### src/rtl/seq_run_ctrl.sv
// seq_run_ctrl: run controller for an LFSR / sequence-detector measurement.
//
// A start pulse in IDLE launches a run: one CLEAR cycle pulses seq_clr_o to
// reset the LFSR, detector and display counter, then RUN enables them with
// seq_en_o and counts detector ticks. The run ends on max_tick_i, the LFSR
// end-of-period strobe. On entry to DONE the saturating match count, its
// overflow flag and the timeout flag are latched and held. abort_i cancels a
// run without touching the latched values, or, in DONE, clears them.
//
// Optional feature, macro SEQ_RUN_TIMEOUT_EN: a RUN-state cycle counter
// forces DONE with timeout_o=1 after TIMEOUT_CYCLES cycles without max_tick_i.
// When the macro is undefined the counter is absent and timeout_o is 0.
//
// Parameters:
//   CNT_W          width of the match counter and of result_o
//   TIMEOUT_CYCLES RUN-state cycle limit (timeout build only)
//
// Ports:
//   clk_i       clock (the divided system clock), rising edge
//   rst_ni      asynchronous active-low reset
//   start_i     single-cycle request for a new run
//   abort_i     level; cancels a run, or clears the result in DONE
//   max_tick_i  end-of-period strobe from the LFSR
//   tick_i      match strobe from the sequence detector
//   seq_clr_o   one-cycle clear to LFSR, detector and display counter
//   seq_en_o    enable to LFSR and detector
//   busy_o      high in CLEAR and RUN
//   done_o      high in DONE
//   result_o    match count latched at the end of a run
//   ovf_o       latched run saturated the match counter
//   timeout_o   latched run ended on the cycle limit

module seq_run_ctrl #(
  parameter int unsigned CNT_W          = 16,
  parameter int unsigned TIMEOUT_CYCLES = 65535
) (
  input  logic             clk_i,
  input  logic             rst_ni,
  input  logic             start_i,
  input  logic             abort_i,
  input  logic             max_tick_i,
  input  logic             tick_i,
  output logic             seq_clr_o,
  output logic             seq_en_o,
  output logic             busy_o,
  output logic             done_o,
  output logic [CNT_W-1:0] result_o,
  output logic             ovf_o,
  output logic             timeout_o
);

  typedef enum logic [1:0] {StIdle, StClear, StRun, StDone} state_e;

  localparam logic [CNT_W-1:0] CntMax = '1;

  state_e           state_q, state_d;
  logic [CNT_W-1:0] cnt_q, cnt_d, cnt_inc;
  logic             sat_q, sat_d, sat_inc;
  logic [CNT_W-1:0] result_q, result_d;
  logic             ovf_q, ovf_d;
  logic             seq_clr_q, seq_en_q, busy_q, done_q;
  logic             seq_clr_d, seq_en_d, busy_d, done_d;
  logic             res_load;  // entering DONE: latch count and flags
  logic             res_clr;   // abort in DONE: clear latched values
  logic             hit_limit; // RUN cycle limit reached this cycle

  // Count including this cycle's tick, so a tick coinciding with the end of
  // the run lands in the latched result. Saturates instead of wrapping.
  always_comb begin
    cnt_inc = cnt_q;
    sat_inc = sat_q;
    if (tick_i) begin
      if (cnt_q == CntMax) begin
        sat_inc = 1'b1;
      end else begin
        cnt_inc = cnt_q + CNT_W'(1);
      end
    end
  end

  always_comb begin
    state_d  = state_q;
    cnt_d    = cnt_q;
    sat_d    = sat_q;
    res_load = 1'b0;
    res_clr  = 1'b0;
    unique case (state_q)
      StIdle: begin
        if (start_i && !abort_i) begin
          state_d = StClear;
        end
      end
      StClear: begin
        cnt_d   = '0;
        sat_d   = 1'b0;
        state_d = StRun;
      end
      StRun: begin
        cnt_d = cnt_inc;
        sat_d = sat_inc;
        // abort outranks both ways of finishing the run
        if (abort_i) begin
          state_d = StIdle;
        end else if (max_tick_i || hit_limit) begin
          state_d  = StDone;
          res_load = 1'b1;
        end
      end
      StDone: begin
        if (abort_i) begin
          state_d = StIdle;
          res_clr = 1'b1;
        end else if (start_i) begin
          state_d = StClear;
        end
      end
      default: state_d = StIdle;
    endcase
  end

  always_comb begin
    result_d = result_q;
    ovf_d    = ovf_q;
    if (res_clr) begin
      result_d = '0;
      ovf_d    = 1'b0;
    end else if (res_load) begin
      result_d = cnt_inc;
      ovf_d    = sat_inc;
    end
  end

  // Outputs are registered copies of the next-state decode, so they change
  // together with the state and have no input-to-output path.
  always_comb begin
    seq_clr_d = (state_d == StClear);
    seq_en_d  = (state_d == StRun);
    busy_d    = (state_d == StClear) || (state_d == StRun);
    done_d    = (state_d == StDone);
  end

  always_ff @(posedge clk_i or negedge rst_ni) begin
    if (!rst_ni) begin
      state_q   <= StIdle;
      cnt_q     <= '0;
      sat_q     <= 1'b0;
      result_q  <= '0;
      ovf_q     <= 1'b0;
      seq_clr_q <= 1'b0;
      seq_en_q  <= 1'b0;
      busy_q    <= 1'b0;
      done_q    <= 1'b0;
    end else begin
      state_q   <= state_d;
      cnt_q     <= cnt_d;
      sat_q     <= sat_d;
      result_q  <= result_d;
      ovf_q     <= ovf_d;
      seq_clr_q <= seq_clr_d;
      seq_en_q  <= seq_en_d;
      busy_q    <= busy_d;
      done_q    <= done_d;
    end
  end

`ifdef SEQ_RUN_TIMEOUT_EN
  localparam int unsigned CycW = (TIMEOUT_CYCLES > 1) ? $clog2(TIMEOUT_CYCLES) : 1;
  localparam logic [CycW-1:0] CycLast = CycW'(TIMEOUT_CYCLES - 1);

  logic [CycW-1:0] cyc_q, cyc_d;
  logic            timeout_q, timeout_d;

  assign hit_limit = (state_q == StRun) && (cyc_q == CycLast);

  always_comb begin
    cyc_d = cyc_q;
    if (state_q == StClear) begin
      cyc_d = '0;
    end else if (state_q == StRun && !hit_limit) begin
      cyc_d = cyc_q + CycW'(1);
    end
  end

  // A run that ends with max_tick_i is never a timeout, even on the limit cycle.
  always_comb begin
    timeout_d = timeout_q;
    if (res_clr) begin
      timeout_d = 1'b0;
    end else if (res_load) begin
      timeout_d = !max_tick_i;
    end
  end

  always_ff @(posedge clk_i or negedge rst_ni) begin
    if (!rst_ni) begin
      cyc_q     <= '0;
      timeout_q <= 1'b0;
    end else begin
      cyc_q     <= cyc_d;
      timeout_q <= timeout_d;
    end
  end

  assign timeout_o = timeout_q;
`else
  assign hit_limit = 1'b0;
  assign timeout_o = 1'b0;
`endif

  assign seq_clr_o = seq_clr_q;
  assign seq_en_o  = seq_en_q;
  assign busy_o    = busy_q;
  assign done_o    = done_q;
  assign result_o  = result_q;
  assign ovf_o     = ovf_q;

endmodule

### config.mk
export PLATFORM = sky130hd
export DESIGN_NAME = seq_run_ctrl
export DESIGN_NICKNAME = d
export VERILOG_FILES = /design/src/rtl/seq_run_ctrl.sv
export SDC_FILE = /design/constraint.sdc
export NUM_CORES = 1
export LEC_CHECK = 0
export CORE_AREA = 2 2 67 69
export CTS_CLUSTER_SIZE = 8
export DETAILED_ROUTE_END_ITERATION = 10
export DIE_AREA = 0 0 69 71
export PLACE_DENSITY = 0.72
export REMOVE_ABC_BUFFERS = 1
export SLEW_MARGIN = 40
export SYNTH_ARGS = -nofsm -noshare
export SYNTH_HDL_FRONTEND = slang
export SYNTH_SLANG_ARGS = --single-unit
### constraint.sdc
create_clock -name clk_i -period 2.6 [get_ports clk_i]
set_input_delay 0.52 -clock clk_i [delete_from_list [all_inputs] [get_ports clk_i]]
set_output_delay 0.52 -clock clk_i [all_outputs]
set_load 0.05 [all_outputs]
After elaboration in Yosys (flattened, before gate mapping)
Cells that the tools add are included.
- register bits after elaboration: 40
- input bits: 6
- output and inout bits: 22
- logic and storage cells: 44
- $add $sub $neg: 1
- equality and inequality tests: 7
- muxes and demuxes: 21
- reduce and logical (&&, ||, !) cells: 6
- operator list (kind ; count):
    $mux 16 ; 4
    $pmux 16 s2 ; 1
    $add 16x1->16 const B ; 1
    $eq 16x16->1 const B ; 1
    $mux 2 ; 5
    $mux 1 ; 9
    $eq 2x2->1 const B ; 4
    $pmux 2 s4 ; 1
    $eq 2x1->1 const B ; 2
    $reduce_bool 2->1 ; 2
    $logic_not 2->1 ; 1
    $pmux 1 s2 ; 1
    $logic_and 1x1->1 ; 1
    $logic_not 1->1 ; 1
    $logic_or 1x1->1 ; 1

Logic depth before layout (Yosys ltp)
Gate-level depths: netlist of run 1.
- depth in word-level cells: 6
- depth in mapped cells: 8
- gate-level depth less buffers: 8

Least setup slack after synthesis of run 1
OpenSTA, ideal clock, no wires.
- kind: flip-flop to flip-flop
- from: register cnt_q[0]
- to: register cnt_q[14]
- library setup time: 0.137 ns
- arrival time: 1.768 ns
- required time: 2.463 ns
- setup slack: 0.695 ns
- stages on the path, launching flop included: 7
- buffers on the path: 0
- clock period less this slack: 1.905 ns
- cell sequence: dfrtp_1 -> ha_1 -> nand3_1 -> nor4_1 -> nand4_1 -> o21ai_0 -> a21oi_1
- longest elaborated chain between the ends: 4
- elaborated cells between the ends (all ways): 5
- classes of those cells: 1 x add/sub; 1 x eq/ne; 3 x mux
- ends and longest elaborated chain (what ; line ; RTL):
    start, declared ; 57 ; logic [CNT_W-1:0] cnt_q, cnt_d, cnt_inc;
    start signal, assigned ; 155 ; cnt_q <= cnt_d;
    $add 16x1->16 or $eq 16x16->1 (tied branches) ; 76, 73 ;
    $mux 16 * ; 73 ; if (cnt_q == CntMax) begin
    $mux 16 * ; 72 ; if (tick_i) begin
    $pmux 16 s2 * ; 87 ; unique case (state_q)
Mark *: on every way between the ends. The rest lies on a longest branch, timed or not.
A chain may end at the register's enable or synchronous reset.

Worst setup path in the final report of run 1
- from: register cnt_q[0]
- to: register result_q[9] (netlist: result_o[9])
- longest elaborated chain between the ends: 5
- elaborated cells between the ends (all ways): 6
- classes of those cells: 1 x add/sub; 1 x eq/ne; 4 x mux
- ends and longest elaborated chain (what ; line ; RTL):
    $add 16x1->16 or $eq 16x16->1 (tied branches) ; 76, 73 ;
    $mux 16 * ; 73 ;
    $mux 16 * ; 72 ;
    $mux 16 * ; 127 ; end else if (res_load) begin
    $mux 16 * ; 124 ; if (res_clr) begin
    end signal, assigned ; 157 ; result_q <= result_d;
    end, declared ; 59 ; logic [CNT_W-1:0] result_q, result_d;
Mark *: on every way between the ends. The rest lies on a longest branch, timed or not. The select of a mux whose other input is x is not followed.

==> results of run 1 <==
cell families (layout without fill, tap and decap cells):
family,count (synthesis),in the layout
compound gates,63,63
simple gates,82,82
other cells,1,1
flops,40,40
fa+ha+maj,7,7
xor+xnor,13,13
buf+inv,25,48
mux,2,2
worst register-to-register path: stages (launching register included):
cell,delay [ns]
dfrtp_1,0.47
ha_1,0.28
nand4_1,0.11
or4_1,0.69
nand4_1,0.29
xor2_1,0.19
o21ai_0,0.10
metrics by stage:
step,util [%],hold slack [ns],power [mW],setup slack [ns]
after floorplan,-,0.224,1.25,0.642
after global placement,57.4,0.450,1.51,0.255
after detailed placement,57.4,0.458,1.52,0.234
after CTS,60.0,0.207,2.02,0.396
after global routing,60.0,0.223,2.13,0.221
final,60.0,0.186,2.00,0.333
layout by cell type, fill, tap and decap left out, drive strengths merged, types with 2 or more instances in the layout:
master          n
a21o            5
a21oi          16
a31oi           5
and3            3
buf             6
clkbuf          6
clkdlybuf4s50  25
clkinv          2
dfrtp          40
ha              7
inv             8
mux2i           2
nand2          36
nand3           8
nand4          11
nor2            8
nor3            7
nor4            4
o21ai          24
o31ai           6
xor2           12
area by class of cell:
cell class                 count  share of cell area [%]
tap                           52                    2.58
clock buffer                   6                    2.88
sequential                    40                    39.7
inverter                       9                    1.34
multi-input combinational    168                    40.4
clock inverter                 2                    1.39
timing repair buffer          31                    11.7
final timing paths:
path / end / depth (start not counted) / slack, ns / startpoint
setup / recovery: result_o[9] / 6 / 0.33 / cnt_q[0]
max in group asynchronous: seq_en_o / 1 / 2.06 / rst_ni
hold reg to reg: result_o[13] / 2 / 0.47 / result_o[13]
setup reg to reg: result_o[9] / 6 / 0.33 / cnt_q[0]
hold / removal: cnt_q[5] / 1 / 0.19 / rst_ni
min in group clk_i: result_o[13] / 2 / 0.47 / result_o[13]
layer usage:
metal  track usage, %  up-vias
met5                0        -
met1             26.4      812
li1                 -      870
met2             31.4       54
met4             6.10        0
met3             4.99        6
power groups by stage:
stage	combinational, mW	sequential (mW)	clock [mW]
final	0.762	0.742	0.497
after global routing	0.842	0.752	0.535
after CTS	0.768	0.742	0.506
after detailed placement	0.765	0.754	0
after global placement	0.759	0.751	0
after floorplan	0.369	0.885	0
==> reports/metrics.cfg, run 1 <==
[worst_setup_path]
crit_buf_inv=0
critPathTopFamily=simple AND/OR/NAND/NOR gates
cpMaxStageDelayCell=or4_1
end_kind=register
crit_top_cell=nand4_1
arrival_ns=2.42
path_cells=ha_1 -> nand4_1 -> or4_1 -> nand4_1 -> xor2_1 -> o21ai_0
worstPathRequired_ns=2.76
crit_fanout=16
setup.worst_path.class=register to register
critPathLaunchType=register
slowest_delay_ns=0.68

[synth]
synthAdderAreaFrac_pct=4.08
synth_mux_area_share_pct=0.932
synth.area.top_cells=dfrtp_1, nand2_1, o21ai_0
postSynthAreaPerCell_um2=9.22
async_reset_ff_share_pct=100
syn_area_um2=2150
synth_sequential_area_ratio_pct=46.6
synth_xor_area_share_pct=5.30
ys_seq_elements=40
synth-warning-count=0
synth-simple-area-share_pct=19.5
netlist_instances=233
synthFlopType=dfrtp_1
synthMostInstantiatedCell=dfrtp_1
synth_edf_count=0
yosysTopAreaCell=dfrtp_1
synthTopCellsByCount=dfrtp_1, nand2_1, o21ai_0
synth_top_family_by_area=simple AND/OR/NAND/NOR gates
netlist.area_leader.share_pct=46.6
ys_types=40
synth_compound_area_share_pct=17.5

[global_routing]
grt_pass1_vias=1624
antenna_found_initial=0
grt_max_degree=41
grt_pass1_wl_um=7730
grt.overflow.total=0
track_usage_pct=19.6

[placement]
gp_congestion=0.880
placed_area_um2=2410
dp_hpwl_um=3210
io_buffers=26
placedCellCount=300

[run_status]
run_status=completed

[finish]
instances_no_fill=308
layout.nets=268
multi_input_area_um2=1020
fin_area_um2=2520
fill_cells=380
seqCellArea_um2=1000
syn_to_final_growth_pct=17.4
final_layout_size_suffix_gt1_share_pct=6.64
diodes=0

[detailed_routing]
drtPass1Iterations=4
wl_met2_um=2130
drc_errors=0
ant_nets=0
met3_length_um=212
highest_layer=met4
via_per_inst=5.66
routedWlPerCell_um=14.6
met1_length_um=2080
via_count=1742
drt_first_iter_violations=155
totalWireLength_um=4480

[timing]
grt_setup_unrepaired=no
worst_pin_slew_ns=0.649
setup_violations=0
finClkSkew_ns=0.0106
drv_slew=0
finalSetupTns_ns=0
hold_viol=0
fin_crit_ns=2.27
fmax_mhz=441
relSlewSlack_pct=56.3
period_share_pct=87.2

[power_and_ir_drop]
cellInternalPower_mw=1.22
power.density_nw_per_um2=793
clockPowerShare_pct=24.8
pwr-share-comb_pct=38.1
p_sw_share_pct=38.9
p_leak_nw=1.14
p_sw_uw=779
vdd_ir_drop_max_mv=0.302
seqPwrFrac_pct=37.1

[floorplan]
core_um2=4200
die_x_um=69
pin_count=28
initial_utilization_pct=51.1
rows=24
die_area_um2=4900
chipHeight_um=71

[run]
maxCapViolations=0

[clocking]
cts_buffers=5
cts_hold_buf=0
cts_resized=0
ctsRootBufferMaster=clkbuf_8
cts.sink_count=40
cts_tree=built
clkLatencyLatePin_ns=0.30
clk_path_buf_depth=2
post_cts_buffers=0
htree_num_levels=2
clkSlewWorstSetupHoldPaths_ns=0.08

[hold_path]
holdCritPathClass=input port to async pin

(Power assumes the default switching activity.)
==> run 2, diff against run 1 <==
CORE_AREA = 2 2 75 62   (was 2 2 67 69)
DIE_AREA = 0 0 77 64   (was 0 0 69 71)
==> run 2 against run 1 <==
Net effect:
- worst hold slack got worse by 0.0038 ns
- clock-buffer cell count unchanged
- sequential share of layout area increased by 0.50 points
- worst setup slack improved by 0.021 ns
- maximum frequency increased by 0.95%
- clock skew decreased by 0.0030 ns
- via count increased by 0.57%
==> reports/metrics.cfg, run 2 (synthesis results as in run 1) <==
[clocking]
cts_resized=0
cts_buffers=5
ctsRootBufferMaster=clkbuf_8
clkSlewWorstSetupHoldPaths_ns=0.07
clk_path_buf_depth=2
cts_tree=built
clkLatencyLatePin_ns=0.29
htree_num_levels=2
post_cts_buffers=0
cts.sink_count=40
cts_hold_buf=0

[worst_setup_path]
timing.rr.end=cnt_q[0]
worst_r2r_path_depth=6
setup.worst_path.class=register to register
arrival_ns=2.43
worstPathRequired_ns=2.78
end_kind=register
r2r-start=cnt_q[0]
r2r_slack_ns=0.35
crit_fanout=16
critPathLaunchType=register

[floorplan]
initial_utilization_pct=51.7
chipHeight_um=64
die_area_um2=4930
die_x_um=77
rows=21
core_um2=4150
pin_count=28

[power_and_ir_drop]
p_leak_nw=1.12
total_power_mw=1.89
power.density_nw_per_um2=759
vdd_ir_drop_max_mv=0.345

[timing]
drv_slew=0
holdWs_ns=0.182
setup_violations=0
relSlewSlack_pct=62.1
grt_setup_unrepaired=no
hold_viol=0
fmax_mhz=445
finClkSkew_ns=0.00752
period_share_pct=86.4
worst_pin_slew_ns=0.563
fin_crit_ns=2.25
finalSetupTns_ns=0
layout_setup_ws_ns=0.354

[finish]
fin_area_um2=2490
fill_cells=378
final_layout_size_suffix_gt1_share_pct=5.91
diodes=0
final_common_cell=dfrtp_1
syn_to_final_growth_pct=15.9
instances_no_fill=311
multi_input_area_um2=1020
layout_common_cells=dfrtp_1, nand2_1, clkdlybuf4s50_1
seqCellArea_um2=1000
final_util_pct=60.0
layout.nets=267

[placement]
gp_congestion=0.880
placedCellCount=304
dp_hpwl_um=3120
preCtsSetupSlack_ns=0.181
placed_area_um2=2410
io_buffers=26

[detailed_routing]
ant_nets=0
via_count=1752
drtPass1Iterations=4
totalWireLength_um=4430
drc_errors=0
drt_first_iter_violations=125
routedWlPerCell_um=14.2
via_per_inst=5.63

[global_routing]
track_usage_pct=19.6
grt.overflow.total=0
grt_max_degree=41
grt_pass1_wl_um=7580
antenna_found_initial=0
grt_pass1_vias=1546

[run_status]
run_status=completed

[hold_path]
holdCritPathClass=input port to async pin

[run]
maxCapViolations=0

run 2: area by class of cell:
class	count	area share, %
clock buffer	6	2.91
multi-input combinational	168	40.9
timing repair buffer	30	11.6
clock inverter	1	0.201
sequential	40	40.2
inverter	9	1.36
tap	57	2.86
run 2: where the power goes:
| group | internal [mW] | switching [mW] | total, mW |
|---|---|---|---|
| Combinational | 0.242 | 0.516 | 0.758 |
| Sequential | 0.689 | 0.0533 | 0.742 |
| Clock | 0.182 | 0.208 | 0.390 |
| Total | 1.11 | 0.777 | 1.89 |
run 2: critical path, cell delays in order, from the launching register on:
cell     delay [ns]
dfrtp_1        0.47
ha_1           0.29
nand4_1        0.11
or4_1          0.70
nand2_1        0.27
nor3_1         0.07
a211o_1        0.23
run 2: how the worst max path moves through the flow:
| stage | cells past startpoint | to | slack (ns) | from |
|---|---|---|---|---|
| 2_1_floorplan | 5 | cnt_q[11] | 0.64 | cnt_q[7] |
| 3_5_place_dp | 6 | result_o[15] | 0.18 | tick_i |
| 3_3_place_gp | 6 | result_o[15] | 0.21 | tick_i |
| 5_1_grt | 6 | result_o[5] | 0.19 | cnt_q[0] |
| 6_report | 6 | cnt_q[0] | 0.35 | cnt_q[0] |
| 4_1_cts | 6 | cnt_q[11] | 0.37 | cnt_q[0] |
run 2: layer usage:
layer,global-route usage (%),share of wire [%],vias up
met5,0,0,-
met4,8.04,1.6,0
met1,28.6,52,818
met3,4.24,4.7,7
met2,28.5,42,58
li1,-,-,869
